## src/rtl/pipe_skid_reg32.sv

```systemverilog
// Two-entry skid buffer: registered output stage plus one skid word.
// Every output is a flop, so upstream and downstream timing stay decoupled.
module pipe_skid_reg32 #(
    parameter int WIDTH = 32
) (
    input  logic             Clk,
    input  logic             Rst,
    input  logic             Flush,
    input  logic             InValid,
    input  logic [WIDTH-1:0] InData,
    output logic             InReady,
    output logic             OutValid,
    output logic [WIDTH-1:0] OutData,
    input  logic             OutReady,
    output logic [1:0]       Count
);

    typedef enum logic [1:0] {
        S_EMPTY = 2'd0,
        S_ONE   = 2'd1,
        S_FULL  = 2'd2
    } state_t;

    state_t           r_state;
    state_t           w_state;
    logic [WIDTH-1:0] r_out;
    logic [WIDTH-1:0] r_skid;
    logic [WIDTH-1:0] w_out;
    logic [WIDTH-1:0] w_skid;
    logic             r_in_ready;
    logic             r_out_valid;
    logic [1:0]       r_count;
    logic [1:0]       w_count;
    logic             w_accept;
    logic             w_consume;

    assign w_accept  = InValid & r_in_ready;
    assign w_consume = r_out_valid & OutReady;

    // Next-state and next-data selection; an emptied register is zeroed.
    always_comb begin
        w_state = r_state;
        w_out   = r_out;
        w_skid  = r_skid;
        if (Flush) begin
            w_state = S_EMPTY;
            w_out   = '0;
            w_skid  = '0;
        end else begin
            unique case (r_state)
                S_EMPTY: begin
                    if (w_accept) begin
                        w_out   = InData;
                        w_state = S_ONE;
                    end
                end
                S_ONE: begin
                    if (w_accept && w_consume) begin
                        w_out = InData;
                    end else if (w_accept) begin
                        w_skid  = InData;
                        w_state = S_FULL;
                    end else if (w_consume) begin
                        w_out   = '0;
                        w_state = S_EMPTY;
                    end
                end
                S_FULL: begin
                    if (w_consume) begin
                        w_out   = r_skid;
                        w_skid  = '0;
                        w_state = S_ONE;
                    end
                end
                default: begin
                    w_state = S_EMPTY;
                    w_out   = '0;
                    w_skid  = '0;
                end
            endcase
        end
    end

    // Occupancy for the next state, registered alongside it.
    always_comb begin
        w_count = 2'd0;
        unique case (w_state)
            S_ONE:   w_count = 2'd1;
            S_FULL:  w_count = 2'd2;
            default: w_count = 2'd0;
        endcase
    end

    // State, data and status flops; status decoded from next state.
    always_ff @(posedge Clk or negedge Rst) begin
        if (!Rst) begin
            r_state     <= S_EMPTY;
            r_out       <= '0;
            r_skid      <= '0;
            r_in_ready  <= 1'b1;
            r_out_valid <= 1'b0;
            r_count     <= 2'd0;
        end else begin
            r_state     <= w_state;
            r_out       <= w_out;
            r_skid      <= w_skid;
            r_in_ready  <= (w_state != S_FULL);
            r_out_valid <= (w_state != S_EMPTY);
            r_count     <= w_count;
        end
    end

    assign InReady  = r_in_ready;
    assign OutValid = r_out_valid;
    assign OutData  = r_out;
    assign Count    = r_count;

endmodule

```

## config.mk

```make
export PLATFORM = sky130hd
export DESIGN_NAME = pipe_skid_reg32
export DESIGN_NICKNAME = d
export VERILOG_FILES = /design/src/rtl/pipe_skid_reg32.sv
export SDC_FILE = /design/constraint.sdc
export NUM_CORES = 1
export LEC_CHECK = 0
export ABC_AREA = 1
export BUFFER_PORTS_ARGS = -buffer_cell sky130_fd_sc_hd__buf_4
export CORE_UTILIZATION = 55
export DETAILED_ROUTE_END_ITERATION = 10
export GPL_ROUTABILITY_DRIVEN = 0
export PLACE_DENSITY_LB_ADDON = 0.08
export SYNTH_ARGS = -nofsm -noshare
export SYNTH_HDL_FRONTEND = slang
export SYNTH_SLANG_ARGS = --single-unit
```

## constraint.sdc

```tcl
create_clock -name Clk -period 1.7 [get_ports Clk]
set_input_delay 0.17 -clock Clk [delete_from_list [all_inputs] [get_ports Clk]]
set_output_delay 0.17 -clock Clk [all_outputs]
set_load 0.005 [all_outputs]
```

# After elaboration in Yosys (flattened, before gate mapping)
# Cells that the tools add are included.
[totals]
regBits = 70
out_inout_bits = 36
elab_cells = 43
[classes]
n_eq_ne = 12
muxes = 18
bitwise = 2
n_reduce_logical = 5
[ops]
columns = ["cell", "count"]
rows = [
  ["32-bit 2-to-1 mux", 8],
  ["32-bit one-hot mux with 3 select lines", 2],
  ["2-bit 2-to-1 mux", 6],
  ["3-bit inequality test (second input constant)", 4],
  ["4-bit inequality test (second input constant)", 2],
  ["4-bit AND reduction", 2],
  ["2-bit one-hot mux with 3 select lines", 1],
  ["2-bit by 1-bit equality test with 1-bit output (second input constant)", 2],
  ["2-bit equality test (second input constant)", 2],
  ["2-bit inequality test (second input constant)", 2],
  ["2-bit one-hot mux with 2 select lines", 1],
  ["1-bit AND", 2],
  ["2-bit logical NOT", 1],
  ["2-bit nonzero test", 1],
  ["1-bit logical AND", 1],
]

# Longest topological paths before layout
# Gate-level depths: netlist of the first run.
[logic_depth]
word_depth = 8
mapped_depth = 9
depth_no_buf = 8

# Least setup slack after synthesis of the first run
# No wires, ideal clock.
[synth_path]
kind = "register to register"
start = "register r_in_ready (netlist: InReady)"
end = "register r_skid[0]"
setup_ns = 0.066
arrival_time_ns = 1.343
required_ns = 1.634
path_slack_ns = 0.291
stages_incl_launch_ff = 8
synth_period_minus_slack_ns = 1.409
cell_sequence = "dfstp_2 -> nand2_1 -> nor2_2 -> o21ai_2 -> nand2_1 -> buf_2 -> nand2_1 -> nand2_1"
[synth_between]
elab_chain_cells = 4
elab_cells_between_ends = 5
classes_between = "eq/ne (2); bitwise (1); reduce/logical (2)"
[synth_lines]
columns = ["item", "line", "rtl"]
rows = [
  ["start: declaration", "30", "logic r_in_ready;"],
  ["start signal: assignment", "107", "r_in_ready <= (w_state != S_FULL);"],
  ["1-bit AND (*)", "37", "assign w_accept = InValid & r_in_ready;"],
  ["1-bit logical AND", "58", "if (w_accept && w_consume) begin"],
  ["3-bit inequality test (no line)", "n/a", ""],
  ["4-bit AND reduction (no line) (*)", "n/a", ""],
  ["end signal: assignment", "106", "r_skid <= w_skid;"],
  ["end: declaration", "27", "logic [WIDTH-1:0] r_skid;"],
]
# Mark *: on every way between the ends. The rest lies on a longest branch, timed or not.
# A chain may end at the register's enable or synchronous reset.

# Final worst setup path of the first run
[layout_path]
start = "register r_in_ready (netlist: InReady)"
end = "register r_out[30] (netlist: OutData[30])"
[layout_between]
elab_chain_cells = 5
elab_cells_between_ends = 9
classes_between = "eq/ne (3); mux (3); bitwise (1); reduce/logical (2)"
[layout_lines]
columns = ["item", "line", "rtl"]
rows = [
  ["1-bit AND (*)", "37", ""],
  ["1-bit logical AND", "58", ""],
  ["32-bit 2-to-1 mux", "58", ""],
  ["32-bit one-hot mux with 3 select lines", "50", "unique case (r_state)"],
  ["32-bit 2-to-1 mux", "45", "if (Flush) begin"],
  ["end signal: assignment", "105", "r_out <= w_out;"],
  ["end: declaration", "26", "logic [WIDTH-1:0] r_out;"],
]
# Marks and branches as above.

==> results of run 1 <==
==> through the flow <==
stage | setup slack (ps) | instances | hold WS [ps]
floorplan | 290.8 | 529 | -125.6
global placement | 236.0 | 664 | 29.95
detailed placement | 172.3 | 664 | 40.04
CTS | 123.7 | 681 | 139.8
global route | 20.85 | 681 | 172.3
finish | 159.1 | 681 | 144.3
==> sequential cells by signal, indices dropped and copies added, names as in the netlist <==
signal,cells
Count,2
InReady,1
OutValid,1
r_state,2
OutData,32
r_skid,32
==> worst reg2reg max path, stage by stage, from the launching register on <==
cell	delay, ps
dfstp_2	530
nand2_1	160
nand3_1	180
nand2_2	100
nor2_4	90
buf_4	240
nand2_1	110
nand2_1	70
==> worst max path at each step <==
stage | end | cells past startpoint
2_1_floorplan | r_skid[0] | 7
3_3_place_gp | r_skid[27] | 9
3_5_place_dp | r_skid[24] | 7
4_1_cts | OutData[30] | 9
5_1_grt | OutData[30] | 7
6_report | OutData[30] | 7
==> layout by cell type (no fill, tap or decap) <==
master and count:
nor2_2 2, a21oi_1 1, nand2_1 267, dlygate4sd3_1 1
clkinvlp_4 1, clkbuf_1 2, dfstp_2 1, inv_1 8
clkbuf_8 10, nand2_2 2, clkinv_2 3, inv_2 3
nor2_4 2, nand3_1 98, dfrtp_1 69, o21ai_0 2
nor2_1 38, inv_4 1, buf_12 5, o21ai_2 2
buf_4 86
==> report_power, final <==
group,switching (uW),internal [uW]
clock,635,563
combinational,855,591
sequential,140,1900
total,1630,3060
==> per-layer routing <==
metal,vias up,wire length (um),GRT usage
met4,0,191,0.1310
met5,-,0,0
met1,1757,4195,0.4068
met2,150,4749,0.4841
li1,1797,-,-
met3,18,558,0.04352
==> repair_timing <==
item | 4_1_cts | 5_1_grt
resized for setup | 0 | 2
endpoints found under the hold margin | 32 | 0
hold buffers | 1 | 0
setup endpoints to repair | 0 | 14
==> cells by family (layout without fill, tap and decap cells) <==
| logic type | count (synthesis) | after routing |
|---|---|---|
| AO/OA/AOI/OAI | 5 | 5 |
| flip-flops | 70 | 70 |
| AND/OR/NAND/NOR | 409 | 409 |
| buffers and inverters | 45 | 120 |
==> final cells by class <==
cell class	instances	area, um2	share of cell area
Tap cell	77	96.34	0.02124
Multi-Input combinational cell	414	1715	0.3782
Clock buffer	12	145.1	0.03200
Clock inverter	4	22.52	0.004966
Timing Repair Buffer	92	755.7	0.1666
Inverter	12	47.55	0.01048
Sequential cell	70	1753	0.3865
==> metrics.md, run 1 <==
| Metric | Value |
|---|---|
| Finish-stage setup viols | `0` |
| Fillcell total | `551` |
| Req. time, crit path | `1990 ps` |
| Reg-to-reg endpoint | `OutData[30]` |
| Total power | `4686 uW` |
| Synthesis Warnings | `0` |
| Compound-Gate Fraction of Synth Area | `0.008850` |
| Post-synth EDFFs | `0` |
| Most frequent cell after synthesis | `nand2_1` |
| Starting DRT DRC Count | `315` |
| Setup TNS | `0 ps` |
| Max rail drop VDD | `0.0006745 V` |
| CP max stage delay | `530 ps` |
| Reg-to-reg startpoint | `InReady` |
| CP top delay family | `simple AND/OR/NAND/NOR gates` |
| Critical Path AT | `1830 ps` |
| Die width | `83.76 um` |
| Crit. Startpoint | `InReady` |
| Leading area contributor after synthesis | `dfrtp_1` |
| Root Buffer | `clkbuf_8` |
| Final HPWL DP | `6294 um` |
| Finished Cell Area | `4536 um2` |
| Worst-path clk slew | `80 ps` |
| Slew of the pin with the lowest slew margin | `373.8 ps` |
| Vias | `3,722` |
| Post-synth top cells | `nand2_1, nand3_1, dfrtp_1, nor2_1, buf_2` |
| Max-cap violation count | `0` |
| Skew final | `8.904 ps` |
| Area of placed instances | `4350 um2` |
| Post-synthesis mux area share | `0` |
| Cell chain of the critical path | `nand2_1, nand3_1, nand2_2, nor2_4, buf_4, nand2_1, nand2_1` |
| Clock Latency Late Sink | `350 ps` |
| Final Slew Violations | `0` |
| Synth area leaders | `dfrtp_1, nand2_1, nand3_1, nor2_1, buf_2` |
| Die area | `7015 um2` |
| Clk sinks | `70` |
| Status | `complete, no violations` |
| First-pass GRT wire length | `16,790 um` |
| Crit path buf inv count | `1` |
| Final Hold Fails | `0` |
| Largest family of logic cells by synthesized area | `simple AND/OR/NAND/NOR gates` |
| Worst slew margin relative to its limit | `0.7508` |
| Kind of critical path | `register to register` |
| Unrepaired setup endpoints after global routing | `no` |
| Worst path most repeated cell | `nand2_1` |
| Antenna Nets Post-Route | `0` |
| I/O Buffers | `72` |
| Sequential area share after synthesis | `0.4769` |
| CTS Buffer Depth | `2` |
| Syn Inst Count | `529` |
| Synth-to-Final Area Change | `23.38%` |
| IO Pins | `73` |
| Core area | `6386 um2` |
| Post-synthesis sequential element count | `70` |
| Post-synthesis cell area | `3676 um2` |
| Initial antenna violation count | `0` |
| Pwr/cell area | `1033 nW/um2` |
| Hold depth | `5` |
| Avg Synthesized Cell Area | `6.949 um2` |
| Setup crit start kind | `register` |
| Period utilisation layout | `0.9064` |
| CTS buffer count | `9` |
| Async set-reset flop share out of synthesis | `1.000` |
| Post-CTS Setup Bufs | `0` |
| Hold wc startpoint | `InData[9]` |
| Simple-gate portion of the synthesized area | `0.4558` |
| Syn Nets | `566` |
| Average detailed-routed wire length per instance | `14.23 um` |
| Hold Path Sink | `OutData[9]` |
| Synth Flop Type | `dfrtp_1` |
| Final min period | `1541 ps` |
| Post-synth cell types | `18` |
| CTS tree | `yes` |
| Antenna Cells | `0` |
| Drt first pass iters | `5` |
| HP Class | `input port to register` |
| Layout cells sized above 1 | `0.1954` |
| Synth top area share | `0.4697` |
| FF-to-FF setup slack | `160 ps` |
| GRT Util Overall | `0.3008` |
| Worst Reg-to-Reg Cells | `7` |
| Slowest stage cell, crit path | `dfstp_2` |
| Largest net degree at the start of global routing | `59` |
| Leak pwr | `0.002530 uW` |
| Maximum clock rate | `649.0 MHz` |
| Gr ovfl total | `0` |
| Die Y | `83.76 um` |
| Site row count | `29` |
| Synth Area in XOR/XNOR | `0` |
| Crit. End Element | `register` |
| # nets final | `636` |
| Worst-path fanout max | `17` |
| Layout Utilization | `0.7102` |
| Adder-cell area share of the yosys netlist | `0` |
| Vias in the first global route | `3,591` |
| Routed vias/inst | `5.465` |
| H-tree Lvls | `3` |
| Drt drc | `0` |
| Initial Util | `0.5756` |
| Total Wirelength | `9694 um` |
Power figures use the tool's default switching activity.
==> run 2: changes to the inputs <==
--- a/config.mk
+++ b/config.mk
@@ -10,7 +10,8 @@
 export CORE_UTILIZATION = 55
 export DETAILED_ROUTE_END_ITERATION = 10
 export GPL_ROUTABILITY_DRIVEN = 0
-export PLACE_DENSITY_LB_ADDON = 0.08
+export PLACE_DENSITY = 0.8
 export SYNTH_ARGS = -nofsm -noshare
 export SYNTH_HDL_FRONTEND = slang
 export SYNTH_SLANG_ARGS = --single-unit
+export TNS_END_PERCENT = 1
==> run 2 against run 1 <==
Net effect:
- global-route usage shrank 0.79 points
- clock power rose by 24%
- combinational power decreased by 3%
- critical path depth grew 1
- utilization rose by 0.27 points
- first-iteration DRC count decreased by 1.3%
- via count fell by 0.62%
- total power is 5.5% higher
- sequential power is essentially flat
- highest routed layer unchanged
==> metrics.md, run 2 (synthesis results as in run 1) <==
| Metric | Value |
|---|---|
| Clock Latency Late Sink | `350 ps (about the same)` |
| CTS tree | `yes (unchanged)` |
| # nets final | `638 (was 636)` |
| Pwr/cell area | `1086 nW/um2 (was 1033 nW/um2)` |
| Final min period | `1532 ps (was 1541 ps)` |
| Die width | `83.76 um (unchanged)` |
| Core area | `6386 um2 (unchanged)` |
| Max rail drop VDD | `0.0007195 V (was 0.0006745 V)` |
| Leak pwr | `0.002552 uW (was 0.002530 uW)` |
| Slew of the pin with the lowest slew margin | `503.4 ps (was 373.8 ps)` |
| Antenna Cells | `0 (unchanged)` |
| Initial Util | `0.5756 (unchanged)` |
| Gr ovfl total | `0 (unchanged)` |
| Layout cells sized above 1 | `0.1964 (was 0.1954)` |
| GRT Util Overall | `0.2930 (was 0.3008)` |
| Finish-stage setup viols | `0 (unchanged)` |
| Kind of critical path | `register to register (unchanged)` |
| Drt drc | `0 (unchanged)` |
| Setup crit start kind | `register (unchanged)` |
| Setup TNS | `0 ps (unchanged)` |
| Unrepaired setup endpoints after global routing | `no (unchanged)` |
| Critical Path AT | `1770 ps (was 1830 ps)` |
| HP Class | `input port to register (unchanged)` |
| H-tree Lvls | `3 (unchanged)` |
| Status | `complete, no violations (unchanged)` |
| Met1 Track Usage GR | `0.3933 (was 0.4068)` |
| Drt first pass iters | `5 (unchanged)` |
| CTS Buffer Depth | `2 (unchanged)` |
| Fin cells | `683 (was 681)` |
| Clk sinks | `70 (unchanged)` |
| Gr busiest metal | `met2 (unchanged)` |
| Synth-to-Final Area Change | `23.86% (was 23.38%)` |
| Max-cap violation count | `0 (unchanged)` |
| Maximum clock rate | `652.8 MHz (was 649.0 MHz)` |
| Vias | `3,699 (was 3,722)` |
| IO Pins | `73 (unchanged)` |
| Skew final | `4.593 ps (was 8.904 ps)` |
| Period utilisation layout | `0.9011 (was 0.9064)` |
| Req. time, crit path | `1940 ps (was 1990 ps)` |
| Final Slew Violations | `0 (unchanged)` |
| Fillcell total | `537 (was 551)` |
| Routed vias/inst | `5.416 (was 5.465)` |
| Crit. End Element | `register (unchanged)` |
| First-pass GRT wire length | `16,320 um (was 16,790 um)` |
| Worst slew margin relative to its limit | `0.6644 (was 0.7508)` |
| Antenna Nets Post-Route | `0 (unchanged)` |
| Average detailed-routed wire length per instance | `14.04 um (was 14.23 um)` |
| Site row count | `29 (unchanged)` |
| Worst-path clk slew | `70 ps (was 80 ps)` |
| Starting DRT DRC Count | `311 (was 315)` |
| Die area | `7015 um2 (unchanged)` |
| Total Wirelength | `9591 um (was 9694 um)` |
| Worst-path fanout max | `19 (was 17)` |
| Final HPWL DP | `6337 um (was 6294 um)` |
| Placed Cells | `666 (was 664)` |
| Initial antenna violation count | `0 (unchanged)` |
| Commonest non-fill, non-tap cells in the layout | `nand2_1, nand3_1, buf_4, dfrtp_1, nor2_1 (unchanged)` |
| M2 GR Usage | `0.4834 (was 0.4841)` |
| CTS buffer count | `9 (unchanged)` |
| Die Y | `83.76 um (unchanged)` |
| Largest net degree at the start of global routing | `39 (was 59)` |
| Final Hold Fails | `0 (unchanged)` |
| GRT met3 Usage | `0.05935 (was 0.04352)` |
| Vias in the first global route | `3,440 (was 3,591)` |
| Most common cell after layout, fill and taps aside | `nand2_1 (unchanged)` |
| Root Buffer | `clkbuf_8 (unchanged)` |
| I/O Buffers | `72 (unchanged)` |
[run 2: cell count changes in the layout (fill, tap and decap cells not counted), sizes merged]
cell / previous run / this run
buf: 91 / 93
clkinv: 3 / 2
clkinvlp: 1 / 0
bufinv: 0 / 2
[run 2: final timing paths]
kind                                 start  cells after the start     endpoint  slack, ps
worst min-delay path            InData[14]                      5  OutData[14]        150
worst max register to register     InReady                      8    r_skid[1]        170
worst min register to register  r_skid[21]                      2   r_skid[21]        480
min in group asynchronous              Rst                      2  OutData[13]        330
max in group asynchronous              Rst                      3   r_skid[25]        810
worst max-delay path               InReady                      8    r_skid[1]        170
[run 2: metal layers]
layer	part of all wire	vias up
met5	0	-
met4	0.0099	0
met3	0.066	11
met2	0.49	150
met1	0.44	1739
li1	-	1799
[run 2: repair_timing]
action | 4_1_cts | 5_1_grt
hold endpoints to repair | 36 | 0
resized for setup | 0 | 0
hold buffers | 1 | 0
buffers inserted | 0 | 0
[run 2: final cells by class]
| type | count | area [um2] | share of cell area |
|---|---|---|---|
| Timing Repair Buffer | 94 | 733.2 | 0.1610 |
| Clock buffer | 12 | 145.1 | 0.03188 |
| Inverter | 12 | 47.55 | 0.01044 |
| Clock inverter | 4 | 70.07 | 0.01539 |
| Multi-Input combinational cell | 414 | 1708 | 0.3751 |
| Sequential cell | 70 | 1753 | 0.3850 |
| Tap cell | 77 | 96.34 | 0.02116 |
[run 2: through the flow]
| stage | power (uW) | utilization | setup WS, ps | area [um2] | hold WS [ps] |
|---|---|---|---|---|---|
| global placement | 3440 | 0.6777 | 222.7 | 4328 | 169.7 |
| finish | 4945 | 0.7130 | 168.1 | 4553 | 151.7 |
| CTS | 4959 | 0.7130 | 174.5 | 4553 | 153.0 |
| floorplan | 2837 | - | 290.8 | 3676 | -125.6 |
| detailed placement | 3474 | 0.6777 | 197.1 | 4328 | 184.8 |
| global route | 5209 | 0.7130 | 29.69 | 4553 | 168.3 |
[run 2: critical path, stage by stage, from the launching register on]
cell,delay [ps]
dfstp_2,530
nand2_1,140
nand2_1,100
nor2_1,50
nor2_2,150
nand2_1,90
buf_4,210
nand2_1,90
nand2_1,50
[run 2: where the power goes]
group          internal (uW)  switching (uW)
sequential              1900             138
clock                    863             629
combinational            573             841
==> run 3: changes to the inputs <==
--- a/config.mk
+++ b/config.mk
@@ -5,11 +5,11 @@
 export SDC_FILE = /design/constraint.sdc
 export NUM_CORES = 1
 export LEC_CHECK = 0
-export ABC_AREA = 1
 export BUFFER_PORTS_ARGS = -buffer_cell sky130_fd_sc_hd__buf_4
 export CORE_UTILIZATION = 55
 export DETAILED_ROUTE_END_ITERATION = 10
 export GPL_ROUTABILITY_DRIVEN = 0
+export GPL_TIMING_DRIVEN = 0
 export PLACE_DENSITY = 0.8
 export SYNTH_ARGS = -nofsm -noshare
 export SYNTH_HDL_FRONTEND = slang
==> run 3 against run 2 <==
Net effect:
- die area down 1.7%
- clock skew grew 7.6 ps
- non-clock buffer count increased by 3
- first-iteration DRC count decreased by 56%
- synthesized area fell by 1.7%
- via count shrank 25%
- critical endpoint is now r_skid[9]
==> metrics.md, run 3 <==
| Metric | Value |
|---|---|
| Status | `complete, no violations (unchanged)` |
| Crit. Startpoint | `InReady (unchanged)` |
| Average detailed-routed wire length per instance | `16.60 um (was 14.04 um)` |
| IO Pins | `73 (unchanged)` |
| Finished Cell Area | `4469 um2 (was 4553 um2)` |
| I/O Buffers | `71 (was 72)` |
| Setup crit start kind | `register (unchanged)` |
| FF-to-FF setup slack | `120 ps (was 170 ps)` |
| Layout cells sized above 1 | `0.3511 (was 0.1964)` |
| Sw Share | `0.3130 (was 0.3252)` |
| Most frequent cell after synthesis | `dfrtp_1 (was nand2_1)` |
| Crit. End Element | `register (unchanged)` |
| Vias | `2,770 (was 3,699)` |
| Commonest non-fill, non-tap cells in the layout | `buf_4, dfrtp_1, mux2i_1, nand2_1, inv_1 (was nand2_1, nand3_1, buf_4, dfrtp_1, nor2_1)` |
| Clock Power Share | `0.311 (was 0.302)` |
| Clk sinks | `70 (unchanged)` |
| Post-synth top cells | `dfrtp_1, mux2i_1, nand2_1, inv_1, o2bb2ai_2 (was nand2_1, nand3_1, dfrtp_1, nor2_1, buf_2)` |
| Fin cells | `490 (was 683)` |
| Final min period | `1582 ps (was 1532 ps)` |
| Synth top area share | `0.4778 (was 0.4697)` |
| Total Wirelength | `8132 um (was 9591 um)` |
| Synthesis Warnings | `0 (unchanged)` |
| Area of placed instances | `4243 um2 (was 4328 um2)` |
| Worst slew margin relative to its limit | `0.4070 (was 0.6644)` |
| Antenna Cells | `0 (unchanged)` |
| Die area | `6898 um2 (was 7015 um2)` |
| Sw Pwr | `1430 uW (was 1608 uW)` |
| Period utilisation layout | `0.9306 (was 0.9011)` |
| Leak pwr | `0.002153 uW (was 0.002552 uW)` |
| Root Buffer | `clkbuf_8 (unchanged)` |
| First-pass GRT wire length | `13,830 um (was 16,320 um)` |
| Crit path to | `r_skid[9] (was r_skid[1])` |
| Synth area leaders | `dfrtp_1, mux2i_1, o2bb2ai_2, nand2_1, inv_1 (was dfrtp_1, nand2_1, nand3_1, nor2_1, buf_2)` |
| Avg Synthesized Cell Area | `11.12 um2 (was 6.949 um2)` |
| Post-synth cell types | `33 (was 18)` |
| Maximum clock rate | `632.1 MHz (was 652.8 MHz)` |
| Most common cell after layout, fill and taps aside | `buf_4 (was nand2_1)` |
| Worst Reg-to-Reg Cells | `5 (was 8)` |
| Hold wc startpoint | `InData[10] (was InData[14])` |
| Finish-stage setup viols | `0 (unchanged)` |
| Gr ovfl total | `0 (unchanged)` |
| Multi-input gate area | `1579 um2 (was 1708 um2)` |
| Post-synth EDFFs | `0 (unchanged)` |
| CTS tree | `yes (unchanged)` |
| Drt drc | `0 (unchanged)` |
| Post-synthesis cell area | `3613 um2 (was 3676 um2)` |
| Syn Nets | `362 (was 566)` |
| Synth-to-Final Area Change | `23.68% (was 23.86%)` |
| Skew final | `12.16 ps (was 4.593 ps)` |
| Unrepaired setup endpoints after global routing | `yes (was no)` |
| Largest net degree at the start of global routing | `71 (was 39)` |
| Max-cap violation count | `0 (unchanged)` |
| Worst-path fanout max | `10 (was 19)` |
| Pwr/cell area | `1022 nW/um2 (was 1086 nW/um2)` |
| Starting DRT DRC Count | `137 (was 311)` |
| Reg-to-reg startpoint | `InReady (unchanged)` |
| HP Class | `input port to register (unchanged)` |
| Max rail drop VDD | `0.0005842 V (was 0.0007195 V)` |
| Fillcell total | `502 (was 537)` |
| Flop pwr share | `0.430 (was 0.412)` |
| P_int | `3139 uW (was 3337 uW)` |
| Kind of critical path | `register to register (unchanged)` |
| Hold_ws | `70.82 ps (was 151.7 ps)` |
| Site row count | `29 (unchanged)` |
| Reg-to-reg endpoint | `r_skid[9] (was r_skid[1])` |
| Synth Flop Type | `dfrtp_1 (unchanged)` |
| Initial Util | `0.5691 (was 0.5756)` |
| Antenna Nets Post-Route | `0 (unchanged)` |
| # nets final | `445 (was 638)` |
| Routed vias/inst | `5.653 (was 5.416)` |
| Die Y | `83.06 um (was 83.76 um)` |
| CTS Buffer Depth | `2 (unchanged)` |
| Sequential area share after synthesis | `0.4851 (was 0.4769)` |
| GRT Util Overall | `0.2564 (was 0.2930)` |
| Drt first pass iters | `4 (was 5)` |
| Syn Inst Count | `325 (was 529)` |
| Final Hold Fails | `0 (unchanged)` |
| Placed Cells | `473 (was 666)` |
| Die width | `83.06 um (was 83.76 um)` |
| Setup TNS | `0 ps (unchanged)` |
| Req. time, crit path | `1970 ps (was 1940 ps)` |
| CTS buffer count | `9 (unchanged)` |
| Core area | `6350 um2 (was 6386 um2)` |
| Worst-path clk slew | `80 ps (was 70 ps)` |
| Vias in the first global route | `2,920 (was 3,440)` |
| Clock Latency Late Sink | `360 ps (was 350 ps)` |
| H-tree Lvls | `3 (unchanged)` |
| Initial antenna violation count | `0 (unchanged)` |
| Critical Path AT | `1850 ps (was 1770 ps)` |
| Slew of the pin with the lowest slew margin | `889.5 ps (was 503.4 ps)` |
| Leading area contributor after synthesis | `dfrtp_1 (unchanged)` |
| Post-CTS Setup Bufs | `0 (unchanged)` |
| Final Slew Violations | `0 (unchanged)` |
| Async set-reset flop share out of synthesis | `1.000 (unchanged)` |
| Combinational Power Share | `0.259 (was 0.286)` |
| Post-synthesis sequential element count | `70 (unchanged)` |
| Register area | `1753 um2 (unchanged)` |
| Final HPWL DP | `5333 um (was 6337 um)` |
## run 3: final cells by class
cell class,count,share of cell area
buffer,25,0.03723
clock buffer,11,0.03387
clock inverter,5,0.01260
inverter,33,0.02772
multi-input combinational,197,0.3533
sequential,70,0.3922
tap,77,0.02156
timing repair buffer,72,0.1215
## run 3: logic make-up (layout without fill, tap and decap cells)
family / Yosys count / in the layout / synth area share
xor+xnor: 1 / 1 / 0.002424
mux: 52 / 52 / 0.1440
buf+inv: 58 / 146 / 0.07895
flops: 70 / 70 / 0.4851
simple gates: 68 / 68 / 0.08449
compound gates: 76 / 76 / 0.2050
## run 3: worst min path at each step
stage                       endpoint  slack [ps]  cells past startpoint
after floorplan             Count[0]        -130                      0
after global placement      Count[0]         350                      1
after detailed placement    Count[1]         350                      1
after CTS                 r_skid[10]          60                      3
after global routing      r_skid[10]          70                      3
final                     r_skid[10]          70                      3
## run 3: per-layer routing
layer | wire [um] | global-route usage | up-vias
li1 | - | - | 1290
met1 | 3659 | 0.3247 | 1385
met2 | 3894 | 0.4188 | 79
met3 | 359 | 0.04771 | 16
met4 | 217 | 0.1364 | 0
met5 | 0 | 0 | -
## run 3: worst max-delay path, cell delays in order, from the launching register on
cell and delay (ps):
dfstp_2 600, a31oi_1 100, o21bai_1 140, buf_2 190, buf_4 230, mux2i_1 230
## run 3: timing repair
action,CTS,global route
hold endpoints to repair,69,0
setup endpoints to repair,9,11
gates resized for setup,1,4
hold buffers,1,0
## run 3: power groups by stage
stage          sequential [uW]  clock, uW  combinational [uW]
5_1_grt                   1980       1500                1300
4_1_cts                   1960       1440                1190
2_1_floorplan             1980          0                 730
3_3_place_gp              1980          0                1150
6_report                  1960       1420                1180
3_5_place_dp              1990          0                1170
## run 3: stage by stage
step           worst slack, ps  power, uW    util
3_3_place_gp             60.83       3132  0.6682
5_1_grt                 -41.02       4781  0.7038
2_1_floorplan            307.9       2710       -
6_report                 118.0       4570  0.7038
3_5_place_dp             43.46       3166  0.6682
4_1_cts                  64.30       4586  0.7027
